File: src/rtl/scpad_pkg.sv
// Shared scratchpad-load types: DRAM response beat, assembled SRAM row and the
// row-assembly FSM state encoding.
package scpad_pkg;

   localparam int BEATS_PER_ROW = 8;
   localparam int DRAM_BEAT_W   = 64;
   localparam int SCPAD_ELEM_W  = 16;
   localparam int DRAM_ID_W     = 8;
   localparam int SUB_ID_W      = $clog2(BEATS_PER_ROW);
   localparam int ROW_TAG_W     = DRAM_ID_W - SUB_ID_W;
   localparam int ROW_W         = BEATS_PER_ROW * DRAM_BEAT_W;
   localparam int ROW_CNT_W     = 8;

   typedef struct packed {
      logic                   valid;
      logic [DRAM_ID_W-1:0]   id;
      logic [DRAM_BEAT_W-1:0] rdata;
   } dram_rsp_t;

   typedef struct packed {
      logic [ROW_TAG_W-1:0] tag;
      logic [ROW_W-1:0]     data;
   } sram_row_t;

   typedef enum logic [1:0] {
      ASM_EMPTY   = 2'd0,
      ASM_FILLING = 2'd1,
      ASM_FULL    = 2'd2
   } asm_state_t;

   function automatic logic [SUB_ID_W-1:0] sub_id_of(input logic [DRAM_ID_W-1:0] id);
      return id[SUB_ID_W-1:0];
   endfunction

   function automatic logic [ROW_TAG_W-1:0] row_tag_of(input logic [DRAM_ID_W-1:0] id);
      return id[DRAM_ID_W-1:SUB_ID_W];
   endfunction

endpackage

File: src/rtl/row_assembly_buffer.sv
// Beat slots of one scratchpad row plus an arrival bitmap; exposes the
// post-write contents so a completing beat can bypass straight to the output.
module row_assembly_buffer
   import scpad_pkg::*;
#(
   parameter int BEATS  = BEATS_PER_ROW,
   parameter int BEAT_W = DRAM_BEAT_W
) (
   input  logic                       clk,
   input  logic                       n_rst,
   input  logic                       wr_en,
   input  logic [$clog2(BEATS)-1:0]   wr_idx,
   input  logic [BEAT_W-1:0]          wr_data,
   input  logic                       clr,
   output logic                       bit_set,
   output logic                       full_next,
   output logic [BEATS*BEAT_W-1:0]    data,
   output logic [BEATS*BEAT_W-1:0]    data_next
);

   logic [BEATS-1:0]        bitmap_r;
   logic [BEATS-1:0]        bitmap_next_s;
   logic [BEATS*BEAT_W-1:0] data_r;
   logic [BEATS*BEAT_W-1:0] data_next_s;

   // contents as they would be after this cycle's write
   always_comb begin
      bitmap_next_s = bitmap_r;
      data_next_s   = data_r;
      if (wr_en) begin
         bitmap_next_s[wr_idx]                 = 1'b1;
         data_next_s[wr_idx*BEAT_W +: BEAT_W]  = wr_data;
      end else begin
         bitmap_next_s = bitmap_r;
      end
   end

   // clear drops only the bitmap; stale slots are rewritten before the next row completes
   always_ff @(posedge clk or negedge n_rst) begin
      if (!n_rst) begin
         bitmap_r <= '0;
         data_r   <= '0;
      end else if (clr) begin
         bitmap_r <= '0;
      end else begin
         bitmap_r <= bitmap_next_s;
         data_r   <= data_next_s;
      end
   end

   assign bit_set   = bitmap_r[wr_idx];
   assign full_next = &bitmap_next_s;
   assign data      = data_r;
   assign data_next = data_next_s;

endmodule

File: src/rtl/dram_response_assembler.sv
// Reassembles out-of-order DRAM read beats into full scratchpad rows and hands
// them to the SRAM write port; counts rows and flags end of transaction.
module dram_response_assembler
   import scpad_pkg::*;
#(
   parameter int BEATS     = BEATS_PER_ROW,
   parameter int BEAT_W    = DRAM_BEAT_W,
   parameter int ELEM_W    = SCPAD_ELEM_W,
   parameter int ID_W      = DRAM_ID_W,
   parameter int ROW_CNT_W = scpad_pkg::ROW_CNT_W
) (
   input  logic                                       clk,
   input  logic                                       n_rst,
   input  logic                                       dram_rsp_valid,
   input  logic [ID_W-1:0]                            dram_rsp_id,
   input  logic [BEAT_W-1:0]                          dram_rsp_rdata,
   output logic                                       dram_rsp_stall,
   output logic                                       sram_wr_valid,
   output logic [ID_W-$clog2(BEATS)-1:0]              sram_wr_tag,
   output logic [ELEM_W*((BEATS*BEAT_W)/ELEM_W)-1:0]  sram_wr_data,
   input  logic                                       sram_wr_ready,
   input  logic [ROW_CNT_W-1:0]                       cfg_last_row,
   output logic                                       txn_done,
   output logic                                       protocol_err
);

   localparam int SUB_W = $clog2(BEATS);
   localparam int TAG_W = ID_W - SUB_W;
   localparam int RW    = BEATS * BEAT_W;

   asm_state_t            state_r, next_state_s;
   dram_rsp_t             rsp_s;
   sram_row_t             out_r;
   logic [SUB_W-1:0]      sub_id_s;
   logic [TAG_W-1:0]      tag_s, tag_r, load_tag_s;
   logic [RW-1:0]         buf_data_s, buf_data_next_s, load_data_s;
   logic                  tag_hit_s, accept_s, complete_s, slot_free_s, hs_s;
   logic                  buf_wr_en_s, buf_clr_s, buf_bit_set_s, buf_full_next_s;
   logic                  load_out_s, err_s, out_valid_r, err_r;
   logic [ROW_CNT_W-1:0]  row_cnt_r;
   logic                  last_row_s;

   assign rsp_s       = '{valid: dram_rsp_valid, id: dram_rsp_id, rdata: dram_rsp_rdata};
   assign sub_id_s    = sub_id_of(rsp_s.id);
   assign tag_s       = row_tag_of(rsp_s.id);
   assign tag_hit_s   = (tag_s == tag_r);
   assign accept_s    = rsp_s.valid && ((state_r == ASM_EMPTY) ||
                                        ((state_r == ASM_FILLING) && tag_hit_s));
   assign complete_s  = accept_s && buf_full_next_s;
   assign slot_free_s = !out_valid_r || sram_wr_ready;
   assign hs_s        = out_valid_r && sram_wr_ready;

   row_assembly_buffer #(.BEATS(BEATS), .BEAT_W(BEAT_W)) u_buf (
      .clk       (clk),
      .n_rst     (n_rst),
      .wr_en     (buf_wr_en_s),
      .wr_idx    (sub_id_s),
      .wr_data   (rsp_s.rdata),
      .clr       (buf_clr_s),
      .bit_set   (buf_bit_set_s),
      .full_next (buf_full_next_s),
      .data      (buf_data_s),
      .data_next (buf_data_next_s)
   );

   // state register
   always_ff @(posedge clk or negedge n_rst) begin
      if (!n_rst) begin
         state_r <= ASM_EMPTY;
      end else begin
         state_r <= next_state_s;
      end
   end

   // next-state logic
   always_comb begin
      next_state_s = state_r;
      case (state_r)
         ASM_EMPTY, ASM_FILLING: begin
            if (complete_s) begin
               next_state_s = slot_free_s ? ASM_EMPTY : ASM_FULL;
            end else if (accept_s) begin
               next_state_s = ASM_FILLING;
            end else begin
               next_state_s = state_r;
            end
         end
         ASM_FULL: begin
            next_state_s = slot_free_s ? ASM_EMPTY : ASM_FULL;
         end
         default: next_state_s = ASM_EMPTY;
      endcase
   end

   // FSM outputs: buffer write/clear, output-register load source, error
   always_comb begin
      buf_wr_en_s = 1'b0;
      buf_clr_s   = 1'b0;
      load_out_s  = 1'b0;
      err_s       = 1'b0;
      load_tag_s  = tag_r;
      load_data_s = buf_data_s;
      case (state_r)
         ASM_EMPTY, ASM_FILLING: begin
            buf_wr_en_s = accept_s;
            err_s       = (state_r == ASM_FILLING) && rsp_s.valid &&
                          (!tag_hit_s || buf_bit_set_s);
            if (complete_s && slot_free_s) begin
               load_out_s  = 1'b1;
               buf_clr_s   = 1'b1;
               load_tag_s  = (state_r == ASM_EMPTY) ? tag_s : tag_r;
               load_data_s = buf_data_next_s;
            end else begin
               load_out_s  = 1'b0;
            end
         end
         ASM_FULL: begin
            err_s = rsp_s.valid;
            if (slot_free_s) begin
               load_out_s = 1'b1;
               buf_clr_s  = 1'b1;
            end else begin
               load_out_s = 1'b0;
            end
         end
         default: begin
            err_s = 1'b0;
         end
      endcase
   end

   // row tag latched by the first beat of a row
   always_ff @(posedge clk or negedge n_rst) begin
      if (!n_rst) begin
         tag_r <= '0;
      end else if ((state_r == ASM_EMPTY) && accept_s) begin
         tag_r <= tag_s;
      end
   end

   // output register: a reload may coincide with the handshake
   always_ff @(posedge clk or negedge n_rst) begin
      if (!n_rst) begin
         out_valid_r <= 1'b0;
         out_r       <= '0;
      end else if (load_out_s) begin
         out_valid_r <= 1'b1;
         out_r       <= '{tag: load_tag_s, data: load_data_s};
      end else if (sram_wr_ready) begin
         out_valid_r <= 1'b0;
      end
   end

   // error pulse and row counter
   always_ff @(posedge clk or negedge n_rst) begin
      if (!n_rst) begin
         err_r     <= 1'b0;
         row_cnt_r <= '0;
      end else begin
         err_r <= err_s;
         if (hs_s) begin
            row_cnt_r <= last_row_s ? '0 : row_cnt_r + {{(ROW_CNT_W-1){1'b0}}, 1'b1};
         end
      end
   end

   assign last_row_s     = (row_cnt_r == cfg_last_row);
   assign txn_done       = hs_s && last_row_s;
   assign dram_rsp_stall = (state_r == ASM_FULL);
   assign sram_wr_valid  = out_valid_r;
   assign sram_wr_tag    = out_r.tag;
   assign sram_wr_data   = out_r.data;
   assign protocol_err   = err_r;

endmodule

File: config.mk
export PLATFORM = sky130hd
export DESIGN_NAME = dram_response_assembler
export DESIGN_NICKNAME = d
export VERILOG_FILES = /design/src/rtl/scpad_pkg.sv /design/src/rtl/row_assembly_buffer.sv /design/src/rtl/dram_response_assembler.sv
export SDC_FILE = /design/constraint.sdc
export NUM_CORES = 2
export LEC_CHECK = 0
export CAP_MARGIN = 20
export CORE_UTILIZATION = 40
export DETAILED_ROUTE_END_ITERATION = 16
export HOLD_SLACK_MARGIN = 0.05
export PLACE_DENSITY = 0.57
export REMOVE_ABC_BUFFERS = 1
export SYNTH_ARGS = -nofsm -noshare
export SYNTH_HDL_FRONTEND = slang
export SYNTH_SLANG_ARGS = --single-unit
File: constraint.sdc
create_clock -name clk -period 4.5 [get_ports clk]
set_input_delay 0.9 -clock clk [delete_from_list [all_inputs] [get_ports clk]]
set_output_delay 0.9 -clock clk [all_outputs]
set_load 0.01 [all_outputs]
* Yosys cells after proc, flatten, opt, wreduce, memory -nomap -nowiden
Index checks and enable logic that the tools add are counted.
Cells by class: bitwise logic cells 1, order comparisons 2, equal/unequal tests 5, reductions and logical operators 19, add/sub/neg operators 2, muxes and demuxes 25, shift-type cells 2
Operator list (count):
- 512-bit 2-to-1 mux | 3
- 512-bit bitwise mux | 1
- 64-bit by 34-bit variable shift with 512-bit output (first input constant) | 1
- 64-bit by 34-bit variable part select with 512-bit output | 1
- 9-bit negator with 34-bit output | 1
- 8-bit 2-to-1 mux | 3
- 5-bit 2-to-1 mux | 3
- 1-bit logical AND | 10
- 8-bit by 1-bit adder with 8-bit output (second input constant) | 1
- 8-bit equality test | 1
- 8-bit OR | 1
- 8-bit AND reduction | 1
- 1-bit 2-to-1 mux | 7
- 2-bit 2-to-1 mux | 3
- 5-bit equality test | 1
- 3-bit by 4-bit less-than comparator with 1-bit output (second input constant) | 1
- 1-bit case mux with 2 select lines | 2
- 2-bit case mux with 2 select lines | 1
- 1-bit binary-select mux with 3-bit select | 1
- 1-bit demux with 3-bit select | 1
- 3-bit by 1-bit >= comparator with 1-bit output (second input constant) | 1
- 1-bit logical OR | 3
- 3-bit != test (second input constant) | 1
- 2-bit by 1-bit equality test with 1-bit output (second input constant) | 1
- other kinds (5) | 6
Word-level totals: logic and storage cells 65, output and inout bits 521, register bits 1054, bits of input ports 84

* Logic depth before layout (Yosys ltp)
depth after elaboration 12, depth in mapped cells 13, mapped depth without buffers 9

* Cells and area by module
A second synthesis with hierarchy kept.
Unflattened totals: cells, all modules 4312, area, all modules 50041.7 um2
Modules (own cells, without submodules):
- row_assembly_buffer | times used 1, area an instance 26653.1 um2, sequential area each 13012.5 um2, cells an instance 1922
- dram_response_assembler | times used 1, area an instance 23388.7 um2, sequential area each 13362.8 um2, cells an instance 2390

* Worst setup path before layout
Ideal clock, no wire load.
path type input-to-reg, from in dram_rsp_id[0], to reg out_r, in the netlist sram_wr_data[447], arrival time 3.541 ns, data required time 4.375 ns, cell stages on the path 13, buffers on the path 4, setup time 0.125 ns, path slack 0.834 ns, cells stage by stage buf_2 > inv_1 > ha_1 > ha_1 > clkbuf_1 > nor3b_2 > nor3b_1 > nand2_1 > nor4_1 > buf_2 > buf_2 > mux2_2 > mux2_2
Between the ends: cells in the longest elaborated chain, start to end 11, elaborated cells on any way between the ends 19, classes of those cells add/sub: 1; order compare: 2; shift: 2; mux: 9; bitwise: 1; reduce/logical: 4
RTL lines:
- start, declared | line dram_response_assembler.sv:15 | input logic [ID_W-1:0] dram_rsp_id,
- parallel branches: the longest is 11 deep, another holds 9-bit negator with 34-bit output
- end signal, assigned | line dram_response_assembler.sv:148 | out_r <= '{tag: load_tag_s, data: load_data_s};
- end, declared | line dram_response_assembler.sv:33 | sram_row_t out_r;
Parallel ways; which one is timed is not known. A chain may end at the register's enable or synchronous reset.

* Worst setup path after layout
from in dram_rsp_id[1], to reg out_r, in the netlist sram_wr_data[308]
The elaborated chain is that of the path after synthesis.

==> flow_summary.yaml <==
placement:
  place_ws_ns: 0.133
  gp_congestion: 0.763
  placed_area_sq_um: 56700
  io_buffers: 604
  placed_cells: 5757
  dp_hpwl_microns: 91500
cts:
  cts_tree: "built"
  cts.clk_slew.worst_paths_ns: 0.06
  clockRootBuffer: "clkbuf_16"
  cts_buffers: 116
  cts-resized-gates: 0
  ctsLongestPathBuffers: 3
  insertion_delay_ns: 0.72
  postCtsHoldBufs: 0
  htreeDepth: 3
  cts_sinks: 1054
  post_cts_buffers: 0
setup_path:
  regToRegSetupSlack_ns: 1.31
  max_stage_delay_ns: 0.63
  critPathTopFamily: "buffers and inverters"
  crit_end: "sram_wr_data[308]"
  timing.rr.start: "tag_r[4]"
  critPathMaxFanout: 32
  crit_arrival_ns: 4.27
  startpoint_type: "input pin"
  crit_chain: "clkdlybuf4s50_1, inv_1, ha_4, ha_1, o21ai_0, nor4_1, nand2_1, nor4_2, buf_4, buf_12, mux2_2, mux2_2"
  crit_type: "input pin to register"
  cp_num_buf_inv: 4
  cp-end-kind: "register"
  r2r_end: "sram_wr_data[69]"
  required_ns: 5.08
  worstRegToRegCells: 8
  cp.depth: 12
  cp_common_cell: "mux2_2"
  crit_slowest_cell: "clkdlybuf4s50_1"
  critPathLaunch: "dram_rsp_id[1]"
die:
  rows: 126
  core_sq_um: 119000
  pin_count: 605
  die_x_microns: 349
  die-area_sq_um: 122000
  die_y_microns: 349
  initial_core_util_pct: 40.6
synth:
  synth_area_leader_cell: "dfrtp_1"
  yosysMostFrequentCell: "dfrtp_1"
  synth_ff_type: "dfrtp_1"
  async_flop_share_pct: 100
  syn_avg_cell_area_sq_um: 13.0
  seq_area_frac_synth_pct: 54.8
  synth_edf_count: 0
  synthTopCellsByCount: "dfrtp_1, mux2_2, nand2_1"
  netlist_area_sq_um: 48200
  synthesis.instances: 3695
  synth_top_area_share_pct: 54.8
  synth_seq_cells: 1054
  synth.area.top_cells: "dfrtp_1, mux2_2, mux2i_1, mux2_4, nand2_1"
  ys_warn_count: 0
  synth_cell_type_count: 51
timing:
  skew_ns: 0.0248
  finalCritPeriodShare_pct: 82.0
  worst_slew_pin_slew_ns: 1.11
  hold_ws_ns: 0.246
  setup_slack_ns: 0.811
  setup_viol: 0
  fmax_ghz: 0.271
  hold_viol: 0
  slew_viol_final: 0
  rsz0062_at_grt: "no"
  max_slew_margin_pct: 26.1
  fin_crit_ns: 3.69
route:
  dr.pass1.iters: 5
  wl_met1_microns: 64500
  remaining_drc_errors: 0
  vias: 30700
  dr.first_iter.drc_count: 1507
  wl_per_cell_microns: 23.7
  wl_met3_microns: 6060
  vias_per_cell: 5.14
  dr_wl_met2_microns: 67100
  drtAntennaViolNets: 0
  top_layer: "met5"
  routed_wl_microns: 141000
global_routing:
  antenna_found_initial: 2
  first_global_vias: 31500
  grt_overflow: 0
  grt_pass1_wl_microns: 212000
  grt_max_degree: 102
  grt_usage_pct: 23.2
pwr:
  power.density_nw_per_um2: 336
  leakagePower_nw: 28.5
  vdd_drop_max_mv: 0.383
finish:
  drive_gt1_share_pct: 33.4
  fin_area_sq_um: 60400
  final_util_pct: 50.9
  stdcell_count: 5965
  layout.nets: 4362
  area_delta_synth_final_pct: 25.4
min_path:
  hp-class: "input pin to async pin"
flow_run:
  cap_viol_max_count: 0
run_status:
  status: "finished clean"
## worst min-delay path by stage
stage,slack (ns),cells after the start,startpoint,endpoint
after floorplan,0.45,2,u_buf.data[110],u_buf.data[110]
after global placement,0.46,2,u_buf.data[85],u_buf.data[85]
after detailed placement,0.47,2,u_buf.data[85],u_buf.data[85]
after CTS,0.24,1,n_rst,u_buf.data[224]
after global routing,0.25,1,n_rst,u_buf.data[224]
final,0.25,1,n_rst,u_buf.data[224]
## power by group
| group | leakage, nW | total (mW) | switching, mW | internal [mW] |
|---|---|---|---|---|
| logic | 12.3 | 1.18 | 0.696 | 0.479 |
| clock network | 1.84 | 9.30 | 3.98 | 5.32 |
| registers | 14.3 | 9.83 | 0.118 | 9.71 |
| total | 28.5 | 20.3 | 4.80 | 15.5 |
## cell families (layout without fill, tap and decap cells)
| logic type | count (synthesis) | after routing | share of synthesized area [%] |
|---|---|---|---|
| adder cells (fa/ha/maj) | 3 | 3 | 0.0780 |
| other | 0 | 3 | 0 |
| AO/OA/AOI/OAI | 204 | 204 | 2.23 |
| AND/OR/NAND/NOR | 610 | 610 | 5.84 |
| multiplexers | 1383 | 1383 | 32.8 |
| flip-flops | 1054 | 1054 | 54.8 |
| XOR/XNOR | 17 | 17 | 0.309 |
| buffers and inverters | 424 | 1091 | 4.01 |
## state kept, by name, indices dropped and copies added (netlist names)
signal	flops
protocol_err	1
row_cnt_r	8
sram_wr_data	512
sram_wr_tag	5
sram_wr_valid	1
state_r	2
tag_r	5
u_buf.bitmap_r	8
u_buf.data	512
## per-layer routing
layer	GRT usage, %	vias up
li1	-	13900
met1	32.0	15900
met3	3.85	182
met2	37.8	665
met5	0	-
met4	6.13	2
## cells in the final DEF, fill, tap and decap left out, drive strengths merged, types with 3 or more instances in the layout
master / n
a21oi: 6
and2: 69
and3: 65
buf: 128
bufinv: 3
clkbuf: 164
clkdlybuf4s50: 602
clkinv: 31
clkinvlp: 4
dfrtp: 1054
diode: 3
ha: 3
inv: 159
mux2: 1162
mux2i: 219
nand2: 328
nand2b: 6
nand3: 6
nand4: 4
nor2: 89
nor2b: 16
nor3: 6
nor3b: 5
nor4: 9
o211ai: 8
o21ai: 178
xnor2: 15
## per-stage QoR
step | power (mW) | TNS [ns]
2_1_floorplan | 10.5 | -7042.69
3_3_place_gp | 11.2 | 0
6_report | 20.3 | 0
4_1_cts | 20.6 | 0
3_5_place_dp | 11.2 | 0
5_1_grt | 21.1 | 0
## final cells by class
type / count / area, sq um
diodes: 3 / 7.51
multi-input cells: 2217 / 20000
fillers: 10400 / 58300
flip-flops and latches: 1054 / 26400
clock buffers: 164 / 3340
well taps: 1600 / 2000
clock inverters: 41 / 372
inverters: 156 / 586
repair buffers: 730 / 7760
Power figures use the tool's default switching activity.
